File: config.mk
export PLATFORM = sky130hd
export DESIGN_NAME = button_reader_flat
export DESIGN_NICKNAME = d
export VERILOG_FILES = /design/src/rtl/button_pkg.sv /design/src/rtl/button_reader_if.sv /design/src/rtl/button_debounce.sv /design/src/rtl/button_reader.sv /design/src/flat_wrapper.sv
export SDC_FILE = /design/constraint.sdc
export NUM_CORES = 1
export LEC_CHECK = 0
export CAP_MARGIN = 20
export CELL_PAD_IN_SITES_DETAIL_PLACEMENT = 1
export CELL_PAD_IN_SITES_GLOBAL_PLACEMENT = 1
export CORE_ASPECT_RATIO = 1.75
export CORE_MARGIN = 2
export CORE_UTILIZATION = 53
export CTS_BUF_LIST = sky130_fd_sc_hd__clkbuf_8
export DETAILED_ROUTE_END_ITERATION = 10
export GPL_ROUTABILITY_DRIVEN = 0
export PLACE_DENSITY = 0.95
export SYNTH_ARGS = -nofsm -noshare
export SYNTH_HDL_FRONTEND = slang
export SYNTH_HIERARCHICAL = 1
export SYNTH_SLANG_ARGS = --single-unit
File: constraint.sdc
create_clock -name i_clk -period 4.8 [get_ports i_clk]
set_input_delay 0.48 -clock i_clk [delete_from_list [all_inputs] [get_ports i_clk]]
set_output_delay 0.48 -clock i_clk [all_outputs]
set_load 0.01 [all_outputs]
File: src/rtl/button_pkg.sv
// ============================================================================
// Module : button_pkg
// Brief  : Shared types and helpers for the pushbutton input path.
// Rev    : 1.0  initial release
// ============================================================================
`default_nettype none

package button_pkg;

  typedef enum logic [1:0] {
    IDLE    = 2'd0,
    PRESSED = 2'd1,
    LONG    = 2'd2
  } btn_state_t;

  // Raw pin level seen while the button is not pressed.
  function automatic logic released_level(input logic active_low);
    return active_low;
  endfunction

endpackage

`default_nettype wire

File: src/rtl/button_reader_if.sv
// ============================================================================
// Module : button_reader_if
// Brief  : Raw pin input and conditioned level/event outputs of button_reader.
// Rev    : 1.0  initial release
// ============================================================================
`default_nettype none

interface button_reader_if;
  logic i_button;
  logic o_level;
  logic o_press;
  logic o_release;
  logic o_click;
  logic o_long;

  modport master (
    output i_button,
    input  o_level, o_press, o_release, o_click, o_long
  );

  modport slave (
    input  i_button,
    output o_level, o_press, o_release, o_click, o_long
  );
endinterface

`default_nettype wire

File: src/rtl/button_debounce.sv
// ============================================================================
// Module : button_debounce
// Brief  : 2-flop synchronizer, polarity normalisation and counter debounce.
// Rev    : 1.0  initial release
// ============================================================================
`default_nettype none

module button_debounce
  import button_pkg::*;
#(
  parameter int DEBOUNCE_BITS = 16,
  parameter bit ACTIVE_LOW    = 1'b1
) (
  input  wire logic i_clk,
  input  wire logic i_reset_n,
  input  wire logic i_button,
  output logic      o_level,
  output logic      o_change
);

  logic                     r_s1;
  logic                     r_s2;
  logic                     r_level;
  logic [DEBOUNCE_BITS-1:0] r_cnt;
  logic                     w_norm;
  logic                     w_differs;

  assign w_norm    = r_s2 ^ ACTIVE_LOW;
  assign w_differs = (w_norm != r_level);

  always_ff @(posedge i_clk or negedge i_reset_n) begin
    if (!i_reset_n) begin
      r_s1 <= released_level(ACTIVE_LOW);
      r_s2 <= released_level(ACTIVE_LOW);
    end else begin
      r_s1 <= i_button;
      r_s2 <= r_s1;
    end
  end

  // Any cycle that agrees with the current level restarts the window.
  always_ff @(posedge i_clk or negedge i_reset_n) begin
    if (!i_reset_n) begin
      r_level <= 1'b0;
      r_cnt   <= '0;
    end else if (!w_differs) begin
      r_cnt   <= '0;
    end else if (&r_cnt) begin
      r_level <= w_norm;
      r_cnt   <= '0;
    end else begin
      r_cnt   <= r_cnt + DEBOUNCE_BITS'(1);
    end
  end

  // Strobe for the edge at which o_level flips, so event pulses can be
  // registered on that same edge.
  assign o_change = w_differs && (&r_cnt);
  assign o_level  = r_level;

endmodule

`default_nettype wire

File: src/rtl/button_reader.sv
// ============================================================================
// Module : button_reader
// Brief  : Debounced pushbutton with press/release/click/long event pulses.
// Rev    : 1.0  initial release
// ============================================================================
`default_nettype none

module button_reader
  import button_pkg::*;
#(
  parameter int DEBOUNCE_BITS = 16,
  parameter int LONG_BITS     = 24,
  parameter bit ACTIVE_LOW    = 1'b1
) (
  input  wire logic       i_clk,
  input  wire logic       i_reset_n,
  button_reader_if.slave  btn
);

  logic                 w_level;
  logic                 w_change;
  btn_state_t           r_state;
  btn_state_t           w_state_next;
  logic [LONG_BITS-1:0] r_long_cnt;
  logic [LONG_BITS-1:0] w_long_cnt_next;
  logic [LONG_BITS-1:0] w_long_cnt_inc;
  logic                 r_press, r_release, r_click, r_long;
  logic                 w_press, w_release, w_click, w_long;

  button_debounce #(
    .DEBOUNCE_BITS (DEBOUNCE_BITS),
    .ACTIVE_LOW    (ACTIVE_LOW)
  ) u_debounce (
    .i_clk     (i_clk),
    .i_reset_n (i_reset_n),
    .i_button  (btn.i_button),
    .o_level   (w_level),
    .o_change  (w_change)
  );

  assign w_long_cnt_inc = r_long_cnt + LONG_BITS'(1);

  always_ff @(posedge i_clk or negedge i_reset_n) begin
    if (!i_reset_n) begin
      r_state    <= IDLE;
      r_long_cnt <= '0;
      r_press    <= 1'b0;
      r_release  <= 1'b0;
      r_click    <= 1'b0;
      r_long     <= 1'b0;
    end else begin
      r_state    <= w_state_next;
      r_long_cnt <= w_long_cnt_next;
      r_press    <= w_press;
      r_release  <= w_release;
      r_click    <= w_click;
      r_long     <= w_long;
    end
  end

  // In IDLE the level is 0, so a change is a press; elsewhere it is a release.
  // A release on the threshold edge takes priority over the long event.
  always_comb begin
    w_state_next    = r_state;
    w_long_cnt_next = r_long_cnt;
    w_press         = 1'b0;
    w_release       = 1'b0;
    w_click         = 1'b0;
    w_long          = 1'b0;
    case (r_state)
      IDLE: begin
        if (w_change) begin
          w_state_next    = PRESSED;
          w_long_cnt_next = '0;
          w_press         = 1'b1;
        end
      end
      PRESSED: begin
        if (w_change) begin
          w_state_next = IDLE;
          w_release    = 1'b1;
          w_click      = 1'b1;
        end else begin
          w_long_cnt_next = w_long_cnt_inc;
          if (&w_long_cnt_inc) begin
            w_state_next = LONG;
            w_long       = 1'b1;
          end
        end
      end
      LONG: begin
        if (w_change) begin
          w_state_next = IDLE;
          w_release    = 1'b1;
        end
      end
      default: begin
        w_state_next    = IDLE;
        w_long_cnt_next = '0;
      end
    endcase
  end

  assign btn.o_level   = w_level;
  assign btn.o_press   = r_press;
  assign btn.o_release = r_release;
  assign btn.o_click   = r_click;
  assign btn.o_long    = r_long;

endmodule

`default_nettype wire

File: src/flat_wrapper.sv
// flat-port wrapper written by rule: the top's interface ports become plain ports
module button_reader_flat import button_pkg::*;
#(
  parameter int DEBOUNCE_BITS = 16,
  parameter int LONG_BITS     = 24,
  parameter bit ACTIVE_LOW    = 1'b1
)
  (i_clk, i_reset_n, btn_i_button, btn_o_level, btn_o_press, btn_o_release, btn_o_click, btn_o_long);
  button_reader_if btn_i ();
  input  wire logic i_clk;
  input  wire logic i_reset_n;
  input wire logic [$bits(btn_i.i_button)-1:0] btn_i_button;
  output wire logic [$bits(btn_i.o_level)-1:0] btn_o_level;
  output wire logic [$bits(btn_i.o_press)-1:0] btn_o_press;
  output wire logic [$bits(btn_i.o_release)-1:0] btn_o_release;
  output wire logic [$bits(btn_i.o_click)-1:0] btn_o_click;
  output wire logic [$bits(btn_i.o_long)-1:0] btn_o_long;
  assign btn_i.i_button = btn_i_button;
  assign btn_o_level = btn_i.o_level;
  assign btn_o_press = btn_i.o_press;
  assign btn_o_release = btn_i.o_release;
  assign btn_o_click = btn_i.o_click;
  assign btn_o_long = btn_i.o_long;
  button_reader #(.DEBOUNCE_BITS(DEBOUNCE_BITS), .LONG_BITS(LONG_BITS), .ACTIVE_LOW(ACTIVE_LOW)) u_core (.i_clk(i_clk), .i_reset_n(i_reset_n), .btn(btn_i));
endmodule
==> flow_summary.yaml <==
setup_path:
  reg2reg_slack_ns: 1.72
  start_kind: "register"
  timing.rr.end: "u_core/r_long_cnt[21]"
  endpoint_kind: "register"
  endpoint: "u_core/r_long_cnt[21]"
  critical_path_class: "reg -> reg"
  cp_max_fo: 24
  arrival_ns: 3.24
  critPathLaunch: "u_core/u_debounce/r_cnt[0]"
  ff2ff_path_depth: 9
  r2r-start: "u_core/u_debounce/r_cnt[0]"
  required_ns: 4.96
sta:
  drv_slew: 0
  post-route-min-period_ns: 3.08
  period_share_pct: 64.1
  rsz0062_at_grt: "no"
  fmax_mhz: 325
  skew_ns: 0.00704
  worst_slew_pin_slew_ns: 0.758
  max_slew_margin_pct: 49.5
  setup_viol: 0
  setup_tns_ns: 0
  finalWorstSetupSlack_ns: 1.72
  hold_viol: 0
clock_tree:
  htreeDepth: 2
  hold_buffers: 0
  cts_tree: "built"
  clock_latency_ns: 0.31
  root_buffer: "clkbuf_8"
  path_clk_slew_ns: 0.10
  clock_sinks: 49
  cts_buffers: 5
  cts_setup_buffers: 0
  cts_resized: 0
  clockBufferDepth: 2
synthesis:
  yosysWarnings: 6
  ys_seq_area_share_pct: 43.1
  synthCells: 321
  synth-simple-area-share_pct: 30.0
  synth-compound-area-share_pct: 12.7
  synth_fa_ha_area_share_pct: 2.64
  synth_nets: 330
  avgSynthCellArea_sq_um: 8.88
  synth_xor_xnor_area_share_pct: 7.38
  synth_area_sq_mm: 0.00285
  synth_top_family_by_area: "simple AND/OR/NAND/NOR gates"
  ys_ff_latch: 49
  synthDistinctLibCells: 46
  synthMuxAreaShare_pct: 0.351
routing:
  drt-initial-drc-count: 88
  drc_errors: 0
  vias: 2433
  wl_per_cell_um: 19.2
  via_per_inst: 6.40
  drt_first_pass_iters: 4
  wirelength_um: 7310
  ant_nets: 0
floorplan:
  die_y_um: 101
  start_util_pct: 54.7
  core-area_sq_mm: 0.00521
  fp.dieW_um: 59.4
  die_area_sq_mm: 0.00600
  ios: 8
  std_cell_rows: 35
placement:
  io_buffers: 7
  place_hpwl_um: 5130
  place_ws_ns: 1.72
power_and_ir_drop:
  comb_power_share_pct: 2.4
  power.density_mw_per_mm2: 228
  p_switching_mw: 0.163
  power.leakage_nw: 1.18
  switching_share_pct: 23.8
  ir_worst_vdd_v: 0.000187
  clkPwrFrac_pct: 36.7
  p_int_mw: 0.524
  seq_power_share_pct: 60.9
global_route:
  grtUsageMet1_pct: 25.8
  track_usage_pct: 26.9
  antenna_found_initial: 0
  globalRouteOverflowTotal: 0
  grt_max_degree: 50
  met2_usage_pct: 50.3
  met3_usage_pct: 4.75
  grt_pass1_vias: 2622
  top_usage_layer: "met2"
  grt_pass1_wl_um: 12300
cells_and_area:
  syn2layout_area_growth_pct: 5.97
  regArea_sq_mm: 0.00123
  diodes: 0
  fillers: 616
  utilization_pct: 57.9
  nets: 333
  multi_input_area_sq_mm: 0.00151
  drive_above_1_share_pct: 9.85
hold_path:
  hold_class: "in -> async"
run:
  cap_violations: 0
run_status:
  status: "finished, final reports clean"
[critical path: stages (launching register included)]
cell and delay [ns]:
dfrtp_1 0.40, ha_1 0.21, nand3_1 0.25, or4_4 0.63, nor2_1 0.31, inv_1 0.11, a211o_1 0.57, a21o_1 0.28
nand2_1 0.08, o31ai_1 0.10
[power groups by stage]
stage,registers (mW),clock network (mW),logic [mW]
after CTS,0.419,0.257,0.0173
after global routing,0.419,0.272,0.0192
after global placement,0.426,0,0.0167
after floorplan,0.426,0,0.00681
final,0.418,0.252,0.0168
after detailed placement,0.427,0,0.0173
[area by class of cell]
type                       instances  share of cell area [%]
multi-input combinational        248                    50.0
sequential                        49                    40.7
timing repair buffer               9                    2.65
clock buffer                       5                    2.28
tap                               55                    2.28
inverter                          11                    1.37
clock inverter                     3                   0.705
[sequential cells by signal, summed over array words and instances (netlist names)]
name and count:
u_core/u_debounce/o_level 1, u_core/btn.o_click 1, u_core/u_debounce/r_s1 1, u_core/u_debounce/r_s2 1
u_core/btn.o_release 1, u_core/btn.o_press 1, u_core/u_debounce/r_cnt 16, u_core/btn.o_long 1
u_core/r_long_cnt 24, u_core/r_state 2
[per-layer routing]
layer,part of all wire [%],wire [um]
met2,57,4190
met5,0,0
met1,36,2630
met3,2.1,157
met4,4.5,332
[how the worst min path moves through the flow]
stage / from / cells after the start / slack [ns] / endpoint
after floorplan: i_reset_n / 0 / 0.18 / u_core/btn.o_click
after global placement: u_core/u_debounce/r_s1 / 0 / 0.35 / u_core/u_debounce/r_s2
after detailed placement: u_core/u_debounce/r_s1 / 0 / 0.35 / u_core/u_debounce/r_s2
after CTS: i_reset_n / 2 / 0.29 / u_core/btn.o_press
after global routing: i_reset_n / 2 / 0.33 / u_core/r_state[1]
final: i_reset_n / 2 / 0.27 / u_core/r_state[1]
[cell usage after synthesis (all sizes together)]
master | n | area (sq um)
mux2i | 1 | 10.0
buf | 6 | 42.5
nor3 | 11 | 75.1
a31o | 1 | 8.76
o21a | 1 | 7.51
or3 | 5 | 36.3
o41ai | 3 | 26.3
a21oi | 12 | 60.1
nor4 | 8 | 77.6
nor2 | 44 | 165
xnor2 | 21 | 184
a211o | 1 | 8.76
and3 | 5 | 31.3
a21o | 2 | 15.0
o22ai | 1 | 6.26
a31oi | 3 | 18.8
clkbuf | 7 | 26.3
ha | 6 | 75.1
o21ai | 34 | 170
inv | 11 | 41.3
nand4 | 16 | 121
nand2 | 29 | 109
dfrtp | 47 | 1180
and2 | 5 | 31.3
xor2 | 3 | 26.3
nor2b | 2 | 12.5
o31ai | 4 | 30.0
dfstp | 2 | 52.6
or2 | 2 | 12.5
nand3 | 19 | 110
and4 | 1 | 8.76
nand2b | 4 | 32.5
or4 | 3 | 30.0
a32o | 1 | 10.0
[kinds of logic after synthesis]
logic type               after synthesis
AO/OA/AOI/OAI                         63
XOR/XNOR                              24
adder cells (fa/ha/maj)                6
buffers and inverters                 24
flip-flops                            49
multiplexers                           1
AND/OR/NAND/NOR                      154
[cell usage in the layout (no fill, tap or decap), types with 6 or more instances in the layout]
cell type        count
nand4_1             14
nand2_1             29
nor3_1               7
clkdlybuf4s50_1      6
a21oi_1             12
inv_1               11
dfrtp_1             47
ha_1                 6
xnor2_1             21
nand3_1             16
o21ai_0             33
nor2_1              44
[stage by stage]
stage          hold slack (ns)  cell area, sq um  power (mW)  instances
3_3_place_gp             0.348              2930       0.443        372
2_1_floorplan            0.184              2850       0.433        321
5_1_grt                  0.326              3020       0.711        380
4_1_cts                  0.290              3020       0.693        380
3_5_place_dp             0.349              2930       0.444        372
6_report                 0.271              3020       0.687        380
Note: power is estimated with default switching activity, not from simulation.
